**src/rtl/lake_cfg_pkg.sv**
```systemverilog
// lake_cfg_pkg: shared definitions for the lakespec configuration loader.
//   CFG_WORD_W      - width of one config bus word (fixed at 32).
//   cfg_state_t     - load progress: IDLE (nothing written), LOAD (partial),
//                     READY (every word written).
//   cfg_num_words() - number of bus words needed to cover a vector width.
package lake_cfg_pkg;

  localparam int CFG_WORD_W = 32;

  typedef enum logic [1:0] {
    IDLE  = 2'd0,
    LOAD  = 2'd1,
    READY = 2'd2
  } cfg_state_t;

  function automatic int cfg_num_words(input int size);
    return (size + CFG_WORD_W - 1) / CFG_WORD_W;
  endfunction

endpackage

```
**src/rtl/lake_cfg_readback.sv**
```systemverilog
// lake_cfg_readback: one-cycle word readback for the config loader.
// Selects the addressed word from the stored vector, zeroes the bits of the
// last word that lie beyond CONFIG_MEMORY_SIZE, and registers the result.
// Ports:
//   clk, rst_n  - clock, asynchronous active-low reset
//   rd          - read strobe
//   addr        - word address (out of range reads return zero)
//   words       - stored contents, NUM_WORDS words packed LSB first
//   rd_data     - registered read data
//   rd_valid    - one-cycle pulse, the cycle after rd
module lake_cfg_readback
  import lake_cfg_pkg::*;
#(
  parameter int CONFIG_MEMORY_SIZE = 512,
  parameter int NUM_WORDS          = 16
) (
  input  logic                             clk,
  input  logic                             rst_n,
  input  logic                             rd,
  input  logic [31:0]                      addr,
  input  logic [NUM_WORDS*CFG_WORD_W-1:0]  words,
  output logic [CFG_WORD_W-1:0]            rd_data,
  output logic                             rd_valid
);

  localparam int AW        = (NUM_WORDS > 1) ? $clog2(NUM_WORDS) : 1;
  localparam int LAST_BITS = CONFIG_MEMORY_SIZE - (NUM_WORDS - 1) * CFG_WORD_W;
  localparam logic [CFG_WORD_W-1:0] LAST_MASK =
    {CFG_WORD_W{1'b1}} >> (CFG_WORD_W - LAST_BITS);

  logic                  in_range;
  logic [AW-1:0]         widx;
  logic [CFG_WORD_W-1:0] sel;

  assign in_range = (addr < 32'(NUM_WORDS));
  assign widx     = addr[AW-1:0];

  always_comb begin
    sel = '0;
    for (int i = 0; i < NUM_WORDS; i++) begin
      if (widx == AW'(i)) sel = words[i*CFG_WORD_W +: CFG_WORD_W];
    end
    // Storage of the last word may hold bits past the vector end; hide them.
    if (widx == AW'(NUM_WORDS - 1)) sel = sel & LAST_MASK;
    if (!in_range) sel = '0;
  end

  always_ff @(posedge clk or negedge rst_n) begin
    if (!rst_n) begin
      rd_data  <= '0;
      rd_valid <= 1'b0;
    end else begin
      rd_valid <= rd;
      if (rd) rd_data <= sel;
    end
  end

endmodule

```
**src/rtl/lake_cfg_loader.sv**
```systemverilog
// lake_cfg_loader: assembles 32-bit addressed config writes into the wide
// lakespec config_memory vector, with word readback and load tracking.
// Optional feature macro: LAKE_CFG_SHADOW_EN -- writes go to a shadow copy
// that is transferred to config_memory when flush falls.
// Ports:
//   clk, rst_n       - clock, asynchronous active-low reset
//   flush            - accelerator flush; high permits rewrites once READY
//   config_addr      - word address (word i = bits [32i+31:32i])
//   config_data      - write data
//   config_write     - write strobe
//   config_read      - read strobe
//   config_rd_data   - readback data, valid with config_rd_valid
//   config_rd_valid  - one-cycle pulse the cycle after config_read
//   config_memory    - assembled configuration vector
//   config_valid     - every word written since reset (and transferred)
//   config_err       - sticky error: bad address or write while locked
//   dbg_state        - current load state (cfg_state_t encoding)
// Bus handshake: no ready/backpressure; a strobe is consumed on the rising
// edge it is seen, one read and one write (same address) per cycle.
module lake_cfg_loader
  import lake_cfg_pkg::*;
#(
  parameter int CONFIG_MEMORY_SIZE = 512
) (
  input  logic                          clk,
  input  logic                          rst_n,
  input  logic                          flush,
  input  logic [31:0]                   config_addr,
  input  logic [31:0]                   config_data,
  input  logic                          config_write,
  input  logic                          config_read,
  output logic [31:0]                   config_rd_data,
  output logic                          config_rd_valid,
  output logic [CONFIG_MEMORY_SIZE-1:0] config_memory,
  output logic                          config_valid,
  output logic                          config_err,
  output logic [1:0]                    dbg_state
);

  localparam int NUM_WORDS = cfg_num_words(CONFIG_MEMORY_SIZE);
  localparam int PAD_W     = NUM_WORDS * CFG_WORD_W;
  localparam int AW        = (NUM_WORDS > 1) ? $clog2(NUM_WORDS) : 1;

  cfg_state_t           state_q, state_d;
  logic [NUM_WORDS-1:0] mask_q, mask_d;
  logic [PAD_W-1:0]     store_q;
  logic                 err_q;
  logic                 addr_ok, ready, wr_acc, wr_bad, rd_bad;
  logic [AW-1:0]        widx;

  assign addr_ok = (config_addr < 32'(NUM_WORDS));
  assign widx    = config_addr[AW-1:0];
  assign ready   = (state_q == READY);
  // Once READY the configuration is locked unless flush opens the window.
  assign wr_acc  = config_write && addr_ok && (!ready || flush);
  assign wr_bad  = config_write && (!addr_ok || (ready && !flush));
  assign rd_bad  = config_read && !addr_ok;

  always_comb begin
    mask_d = mask_q;
    if (wr_acc) begin
      for (int i = 0; i < NUM_WORDS; i++) begin
        if (widx == AW'(i)) mask_d[i] = 1'b1;
      end
    end
  end

  always_comb begin
    state_d = state_q;
    case (state_q)
      IDLE:    if (wr_acc) state_d = (&mask_d) ? READY : LOAD;
      LOAD:    if (&mask_d) state_d = READY;
      READY:   state_d = READY;
      default: state_d = IDLE;
    endcase
  end

  always_ff @(posedge clk or negedge rst_n) begin
    if (!rst_n) begin
      state_q <= IDLE;
      mask_q  <= '0;
      err_q   <= 1'b0;
    end else begin
      state_q <= state_d;
      mask_q  <= mask_d;
      err_q   <= err_q | wr_bad | rd_bad;
    end
  end

  // Word storage; bits of the last word past the vector end are never
  // exported and are masked on readback.
  always_ff @(posedge clk or negedge rst_n) begin
    if (!rst_n) begin
      store_q <= '0;
    end else begin
      for (int i = 0; i < NUM_WORDS; i++) begin
        if (wr_acc && (widx == AW'(i)))
          store_q[i*CFG_WORD_W +: CFG_WORD_W] <= config_data;
      end
    end
  end

`ifdef LAKE_CFG_SHADOW_EN
  logic                          flush_q;
  logic                          xfer;
  logic                          xfer_seen_q;
  logic [CONFIG_MEMORY_SIZE-1:0] cfg_mem_q;

  // Transfer on the first edge with flush low after an edge with it high.
  assign xfer = flush_q && !flush;

  always_ff @(posedge clk or negedge rst_n) begin
    if (!rst_n) begin
      flush_q     <= 1'b0;
      xfer_seen_q <= 1'b0;
      cfg_mem_q   <= '0;
    end else begin
      flush_q <= flush;
      if (xfer) cfg_mem_q <= store_q[CONFIG_MEMORY_SIZE-1:0];
      if (xfer && ready) xfer_seen_q <= 1'b1;
    end
  end

  assign config_memory = cfg_mem_q;
  assign config_valid  = ready && xfer_seen_q;
`else
  assign config_memory = store_q[CONFIG_MEMORY_SIZE-1:0];
  assign config_valid  = ready;
`endif

  assign config_err = err_q;
  assign dbg_state  = state_q;

  lake_cfg_readback #(
    .CONFIG_MEMORY_SIZE (CONFIG_MEMORY_SIZE),
    .NUM_WORDS          (NUM_WORDS)
  ) u_readback (
    .clk      (clk),
    .rst_n    (rst_n),
    .rd       (config_read),
    .addr     (config_addr),
    .words    (store_q),
    .rd_data  (config_rd_data),
    .rd_valid (config_rd_valid)
  );

endmodule
```
**config.mk**
```make
export PLATFORM = sky130hd
export DESIGN_NAME = lake_cfg_loader
export DESIGN_NICKNAME = d
export VERILOG_FILES = /design/src/rtl/lake_cfg_pkg.sv /design/src/rtl/lake_cfg_readback.sv /design/src/rtl/lake_cfg_loader.sv
export SDC_FILE = /design/constraint.sdc
export NUM_CORES = 1
export LEC_CHECK = 0
export BUFFER_PORTS_ARGS = -buffer_cell sky130_fd_sc_hd__buf_2
export CORE_AREA = 3 3 237 239
export CTS_BUF_LIST = sky130_fd_sc_hd__clkbuf_16
export CTS_CLUSTER_DIAMETER = 50
export CTS_CLUSTER_SIZE = 8
export DETAILED_ROUTE_END_ITERATION = 10
export DIE_AREA = 0 0 240 242
export PLACE_DENSITY = 0.74
export REMOVE_ABC_BUFFERS = 1
export SYNTH_ARGS = -nofsm -noshare
export SYNTH_HDL_FRONTEND = slang
export SYNTH_HIERARCHICAL = 1
export SYNTH_SLANG_ARGS = --single-unit
```
**constraint.sdc**
```tcl
create_clock -name clk -period 4.85 [get_ports clk]
set_input_delay 0.485 -clock clk [delete_from_list [all_inputs] [get_ports clk]]
set_output_delay 0.485 -clock clk [all_outputs]
set_load 0.05 [all_outputs]
```
==> results of run 1 <==
==> sequential cells by signal (all words and copies together), names as in the netlist <==
name / count
u_readback/rd_data: 32
u_readback/rd_valid: 1
config_err: 1
mask_q: 16
config_memory: 512
dbg_state: 2
==> cell usage in the layout (no fill, tap or decap), drive strengths merged, types with 5 or more instances in the layout <==
master	netlist	layout
buf	102	660
dfrtp	564	564
mux2	503	503
nand2	168	168
clkbuf	81	88
nor2	84	84
a21oi	79	79
mux2i	57	57
o21ai	57	57
nor2b	36	36
inv	30	34
o22ai	28	28
o211ai	26	26
a211oi	25	25
a31oi	21	21
a22oi	20	20
nor4	20	20
nand2b	19	19
o32ai	18	18
mux4	17	17
o2bb2ai	17	17
a221oi	16	16
nor3	16	16
nand3	16	16
o41ai	13	13
or2	12	12
nand3b	11	11
a311oi	9	9
clkinv	0	9
and2	8	8
a21boi	7	7
o221a	6	6
a2111oi	5	5
==> power by group through the flow <==
stage / Clock [uW] / Sequential (uW) / Combinational [uW]
2_1_floorplan: 0 / 4790 / 163
3_3_place_gp: 0 / 4790 / 568
3_5_place_dp: 0 / 4790 / 579
4_1_cts: 5220 / 4720 / 582
5_1_grt: 5430 / 4710 / 627
6_report: 5180 / 4720 / 593
==> cell families (layout without fill, tap and decap cells) <==
family          after synthesis  in the layout
compound gates              383            383
flops                       564            564
buf+inv                     213            792
fa+ha+maj                     4              4
mux                         577            577
other cells                   0              4
simple gates                413            413
==> metrics by stage <==
| stage | power (uW) | area [um2] | instances | utilization |
|---|---|---|---|---|
| after global routing | 10800 | 32600 | 3430 | 0.603 |
| after CTS | 10500 | 32600 | 3429 | 0.603 |
| after detailed placement | 5370 | 30300 | 3329 | 0.561 |
| after global placement | 5360 | 30300 | 3329 | 0.561 |
| final | 10500 | 32600 | 3433 | 0.603 |
| after floorplan | 4960 | 25800 | 1971 | - |
==> worst max-delay path: cells and delay by family, from the launching register on <==
kind            cells  cell delay, ps
compound gates      2             770
fa+ha+maj           1             250
buf+inv             3             750
flops               1             450
simple gates        5            1080
==> routing by layer <==
metal,up-vias,share of wire
li1,8988,-
met1,11257,0.37
met2,1520,0.46
met3,365,0.11
met4,0,0.055
met5,-,0
==> path summary, 6_finish.rpt <==
kind                                                       end  slack [ps]  cells after the start
worst max-delay path                  dbg_state[0]$_DFFE_PN0P_        1400                     11
worst min-delay path            config_memory[103]$_DFFE_PN0P_         -30                      1
worst max register to register        dbg_state[0]$_DFFE_PN0P_        1400                     11
worst min register to register             mask_q[9]$_DFF_PN0_         460                      2
max in group asynchronous       config_memory[422]$_DFFE_PN0P_        3650                      2
min in group clk                config_memory[492]$_DFFE_PN0P_         220                      3
==> final cells by class <==
class / instances / share of cell area
inverter: 30 / 0.00346
tap: 696 / 0.0267
antenna: 4 / 0.000307
clock buffer: 86 / 0.0660
clock inverter: 14 / 0.00334
timing repair buffer: 662 / 0.108
multi-input combinational: 1377 / 0.359
sequential: 564 / 0.433
==> summary.md, run 1 <==
| Metric | Value |
|---|---|
| Core area | roughly 54,000 um2 |
| Main synth FF type | dfrtp_1 |
| Seq/Total Area, Yosys | 0.529 |
| Post-CTS setup buffers | 0 |
| Rel. slew slack | 0.185 |
| DR vias/cell | approximately 6.4 |
| Synth top area cells | dfrtp_1 53%, mux2_1 11%, mux2_2 10% |
| Status | finished, violations left |
| Final wirelength | 107 mm |
| RSZ-0062 raised after global routing | no |
| DRT antenna net count | 0 |
| Internal | between 7000 and 8000 uW |
| Post-CTS sizing | 0 |
| Final hold vios | 5 |
| Initial antenna violation count | 3 |
| Clk_lat worst skew | 630 ps |
| Post-Syn Area | 26,700 um2 |
| Final Max Slew Viols | 0 |
| Worst endpoint required time | roughly 5300 ps |
| Worst path slowest cell | a221o_1 |
| Root Buffer | clkbuf_16 |
| Most Crowded Layer GR | met2 |
| Htree depth | 3 |
| Critical path endpoint category | register |
| P_leak | between 0.015 and 0.02 uW |
| Area delta synth->final | 22.1% |
| Reg power frac | 0.450 |
| Synth Area in Compound Gates | 0.103 |
| Drt wl/cell | approximately 31 um |
| Post-synth top cells | 564 x dfrtp_1, 262 x mux2_1, 241 x mux2_2 |
| Largest net degree at the start of global routing | 120 |
| Die area | between 50,000 and 60,000 um2 |
| Post-synth EDFFs | 0 |
| Switching share of power | 0.241 |
| Share of layout cells above drive strength 1 | 0.394 |
| # IOs | 618 |
| Post-DP HPWL | 68.3 mm |
| Die width | about 240 um |
| Synth Warn # | 6 |
| GRT Resource Usage Total | 0.360 |
| Total CTS buffers | 83 |
| IO buf count | 617 |
| Worst r2r src | dbg_state[0]$_DFFE_PN0P_ |
| Clk pwr share | 0.494 |
| Synth Area in Simple Gates | 0.0806 |
| Critical Path AT | approximately 3900 ps |
| Area occupied by multi-input gates | ~12,000 um2 |
| M3 GR Usage | 0.105 |
| Critical path cell sequence | inv_1 -> ha_1 -> nand2b_1 -> nand2_1 -> nor3_2 -> buf_4 -> nand3_4 -> buf_4 -> a221o_1 -> o311ai_1 -> nand3_1 |
| Global-route wire length before repair | 155 mm |
| Row cnt | between 80 and 90 |
| Starting Density | 0.494 |
| Post-synth cell types | between 80 and 90 |
| Adder-cell share of the synthesized area | 0.00188 |
| DRC viols | 0 |
| Die H | about 240 um |
| Max Clk Rate | approximately 0.29 GHz |
| Slowest stage delay, CP | 470 ps |
| CP most frequent cell | buf_4 |
| Fill cells | about 4,300 |
| Initial DRT Pass Iterations | 7 |
| Mean Syn Cell Area | between 10 and 15 um2 |
| TNS Setup | 0 ps |
| Leading area contributor after synthesis | dfrtp_1 |
| Least-Margin Pin Slew | between 1000 and 1500 ps |
| Fin crit period | around 3400 ps |
| Crit. Startpoint | dbg_state[0]$_DFFE_PN0P_ |
| Pre-CTS setup slack | roughly 1200 ps |
| Remaining Overflow, GRT | 0 |
| Async SR Flop Fraction | 1.00 |
| Worst setup SP type | register |
| VDD IR max | about 0.00027 V |
| Syn Inst Count | 2,154 |
| Max clock buf depth | 3 |
| Final nets | 2,791 |
| CP Class | register to register |
| Synth top area share | 0.529 |
| Initial DRC Count | 2,422 |
| Reg area | between 10,000 and 15,000 um2 |
| Final setup violation count | 0 |
| CTS tree | done |
| #FFs+latches synth | roughly 560 |
| Max cap viols | 0 |
| Met1 Use GR | 0.453 |
| Worst Path Max Fanout | 34 |
| Routability Congestion | between 0.8 and 0.9 |
| Largest family of logic cells by synthesized area | multiplexers |
| Hold Buf Count CTS | 0 |
| Mux cell area share after synthesis | 0.248 |
| Failing checks | negative hold slack |
| CTS Sinks | 564 |
| Clk slew on worst S/H paths | about 50 ps |
| Combinational fraction of design power | 0.057 |
| Layout Skew | approximately 23 ps |
| Vias in the first global route | approximately 23,000 |
| DR vias | approximately 22,000 |
| Hold Path Class | input pin to asynchronous set/reset pin |
| XOR/XNOR share of the synthesized area | 0 |
| Most common cell in the netlist | dfrtp_1 |
| Sw Pwr | 2530 uW |
| Tcrit/Tclk final | 0.711 |
| Fin worst setup slack | about 1400 ps |
| PwrDens | 322 nW/um2 |
| WHS | -28.3 ps |
| Global routing met2 resource utilization | 0.570 |
No activity file was read; power rests on OpenSTA's default activity.
==> run 2, diff against run 1 <==
--- a/config.mk
+++ b/config.mk
@@ -6,13 +6,13 @@
 export NUM_CORES = 1
 export LEC_CHECK = 0
 export BUFFER_PORTS_ARGS = -buffer_cell sky130_fd_sc_hd__buf_2
-export CORE_AREA = 3 3 237 239
+export CORE_AREA = 3 3 238 240
 export CTS_BUF_LIST = sky130_fd_sc_hd__clkbuf_16
 export CTS_CLUSTER_DIAMETER = 50
 export CTS_CLUSTER_SIZE = 8
 export DETAILED_ROUTE_END_ITERATION = 10
-export DIE_AREA = 0 0 240 242
-export PLACE_DENSITY = 0.74
+export DIE_AREA = 0 0 241 243
+export PLACE_DENSITY = 0.73
 export REMOVE_ABC_BUFFERS = 1
 export SYNTH_ARGS = -nofsm -noshare
 export SYNTH_HDL_FRONTEND = slang
==> constraint.sdc (replaced) <==
create_clock -name clk -period 3.2 [get_ports clk]
set_input_delay 0.32 -clock clk [delete_from_list [all_inputs] [get_ports clk]]
set_output_delay 0.32 -clock clk [all_outputs]
set_load 0.05 [all_outputs]
==> run 2 against run 1 <==
The run now ends clean. Count of clock-buffer cells in the layout down 2. Clock skew down 6.8 ps. Sequential share of layout area down 0.79 points. Critical endpoint is now dbg_state[1]$_DFFE_PN0P_. Critical path depth down 1.
==> summary.md, run 2 (synthesis results as in run 1) <==
| Metric | Value |
|---|---|
| Status | completed |
| Drt wl/cell | about 31 um |
| GRT Resource Usage Total | 0.363 |
| Final nets | ~2,900 |
| Root Buffer | clkbuf_16 |
| Fin crit period | 2690 ps |
| RSZ-0062 raised after global routing | no |
| Vias in the first global route | between 20,000 and 25,000 |
| Critical Path AT | roughly 3200 ps |
| Largest net degree at the start of global routing | 71 |
| DR vias | roughly 22,000 |
| DRC viols | 0 |
| Hold Path Class | input pin to register |
| Total CTS buffers | between 80 and 90 |
| Die width | between 200 and 250 um |
| Post-DP HPWL | 72.1 mm |
| Worst setup SP type | register |
| Least-Margin Pin Slew | 868 ps |
| Initial DRC Count | between 2,000 and 2,500 |
| CP Class | register to register |
| IO buf count | between 600 and 700 |
| Remaining Overflow, GRT | 0 |
| TNS Setup | 0 ps |
| Clk_lat worst skew | around 620 ps |
| Initial antenna violation count | 0 |
| Die H | 243 um |
| Row cnt | 86 |
| Pre-CTS setup slack | roughly 380 ps |
| Core area | ~55,000 um2 |
| Layout Skew | 15.8 ps |
| CP top delay family | compound AO/OA/AOI/OAI gates |
| Rel. slew slack | 0.422 |
| Worst endpoint required time | ~3700 ps |
| Max cap viols | 0 |
| Die area | 58,600 um2 |
| CP Buf/Inv Count | 2 |
| CTS Sinks | around 560 |
| PwrDens | just under 500 nW/um2 |
| DR vias/cell | around 6.4 |
| Final hold vios | 0 |
| WHS | approximately 60 ps |
| Share of layout cells above drive strength 1 | 0.406 |
| Routability Congestion | about 0.93 |
| Post-Layout Cell Count | 3,507 |
| Max clock buf depth | 3 |
| P_leak | roughly 0.018 uW |
| Worst Path Max Fanout | 6 |
| Final setup violation count | 0 |
| Final Max Slew Viols | 0 |
| # IOs | ~620 |
| Htree depth | 3 |
| DRT antenna net count | 0 |
| VDD IR max | 0.000379 V |
| CTS tree | done |
| Initial DRT Pass Iterations | 7 |
| Final wirelength | around 110 mm |
| Global-route wire length before repair | ~160 mm |
| Critical path cell sequence | inv_1 -> ha_1 -> nand2b_1 -> nand2_1 -> buf_4 -> o41ai_1 -> o2111a_1 -> nand4_1 -> nor3_1 -> mux2i_1 |
| Commonest non-fill, non-tap cell in the layout | buf_2 |
| Area delta synth->final | 24.4% |
| Starting Density | 0.486 |
| Most frequent cells in the layout | 612 x buf_2, 564 x dfrtp_1, 262 x mux2_1 |
| Worst path slowest cell | o41ai_1 |
| Max reg flops | 512 |
| Tcrit/Tclk final | 0.841 |
| Placed insts | 3,398 |
| Max Clk Rate | 0.371 GHz |
| Clk slew on worst S/H paths | around 50 ps |
| Slowest stage delay, CP | between 400 and 500 ps |
| Post-route core utilization | 0.605 |
| Critical path endpoint category | register |
| Fin worst setup slack | between 500 and 600 ps |
==> run 2: through the flow <==
| step | total power, uW | instance area [um2] |
|---|---|---|
| after floorplan | 7510 | 25800 |
| after CTS | 16100 | 33200 |
| after detailed placement | 8180 | 30800 |
| after global placement | 8160 | 30800 |
| after global routing | 16500 | 33200 |
| final | 16100 | 33200 |
==> run 2: timing repair <==
action / in CTS / in global routing
hold buffers: 1 / 0
resized for setup: 0 / 0
buffers inserted: 0 / 0
hold endpoints to repair: 55 / 0
==> run 2: report_power, final <==
| part | internal, uW | total (uW) | switching (uW) |
|---|---|---|---|
| Combinational | 232 | 935 | 702 |
| Sequential | 7150 | 7150 | 0.119 |
| Clock | 4820 | 7990 | 3170 |
| Total | 12200 | 16100 | 3870 |
==> run 2: worst min-delay path, delay by kind of cell <==
| family | cells | cell delay (ps) |
|---|---|---|
| and+or+nand+nor | 2 | 130 |
| buffers and inverters | 1 | 180 |
==> run 2: layout make-up <==
| type | instances | area [um2] |
|---|---|---|
| tap | 704 | 881 |
| timing repair buffer | 724 | 4080 |
| antenna | 1 | 2.50 |
| multi-input combinational | 1377 | 11700 |
| clock buffer | 84 | 2100 |
| sequential | 564 | 14100 |
| clock inverter | 23 | 230 |
| fill | 4433 | 21700 |
| inverter | 30 | 113 |
==> run 2: metal layers <==
metal / track usage / share of wire / vias up
met2: 0.568 / 0.46 / 1516
met4: 0.208 / 0.063 / 0
met3: 0.0942 / 0.10 / 403
met5: 0 / 0 / -
li1: - / - / 9116
met1: 0.456 / 0.37 / 11338
==> run 2: path summary, 6_finish.rpt <==
kind	slack, ps	cells after the start	to	from
max	510	10	dbg_state[1]$_DFFE_PN0P_	dbg_state[0]$_DFFE_PN0P_
min	60	3	config_memory[482]$_DFFE_PN0P_	config_data[2]
max reg2reg	510	10	dbg_state[1]$_DFFE_PN0P_	dbg_state[0]$_DFFE_PN0P_
min reg2reg	450	2	mask_q[6]$_DFF_PN0_	mask_q[6]$_DFF_PN0_
max in group asynchronous	1810	4	config_memory[39]$_DFFE_PN0P_	rst_n
min in group asynchronous	270	2	config_memory[210]$_DFFE_PN0P_	rst_n
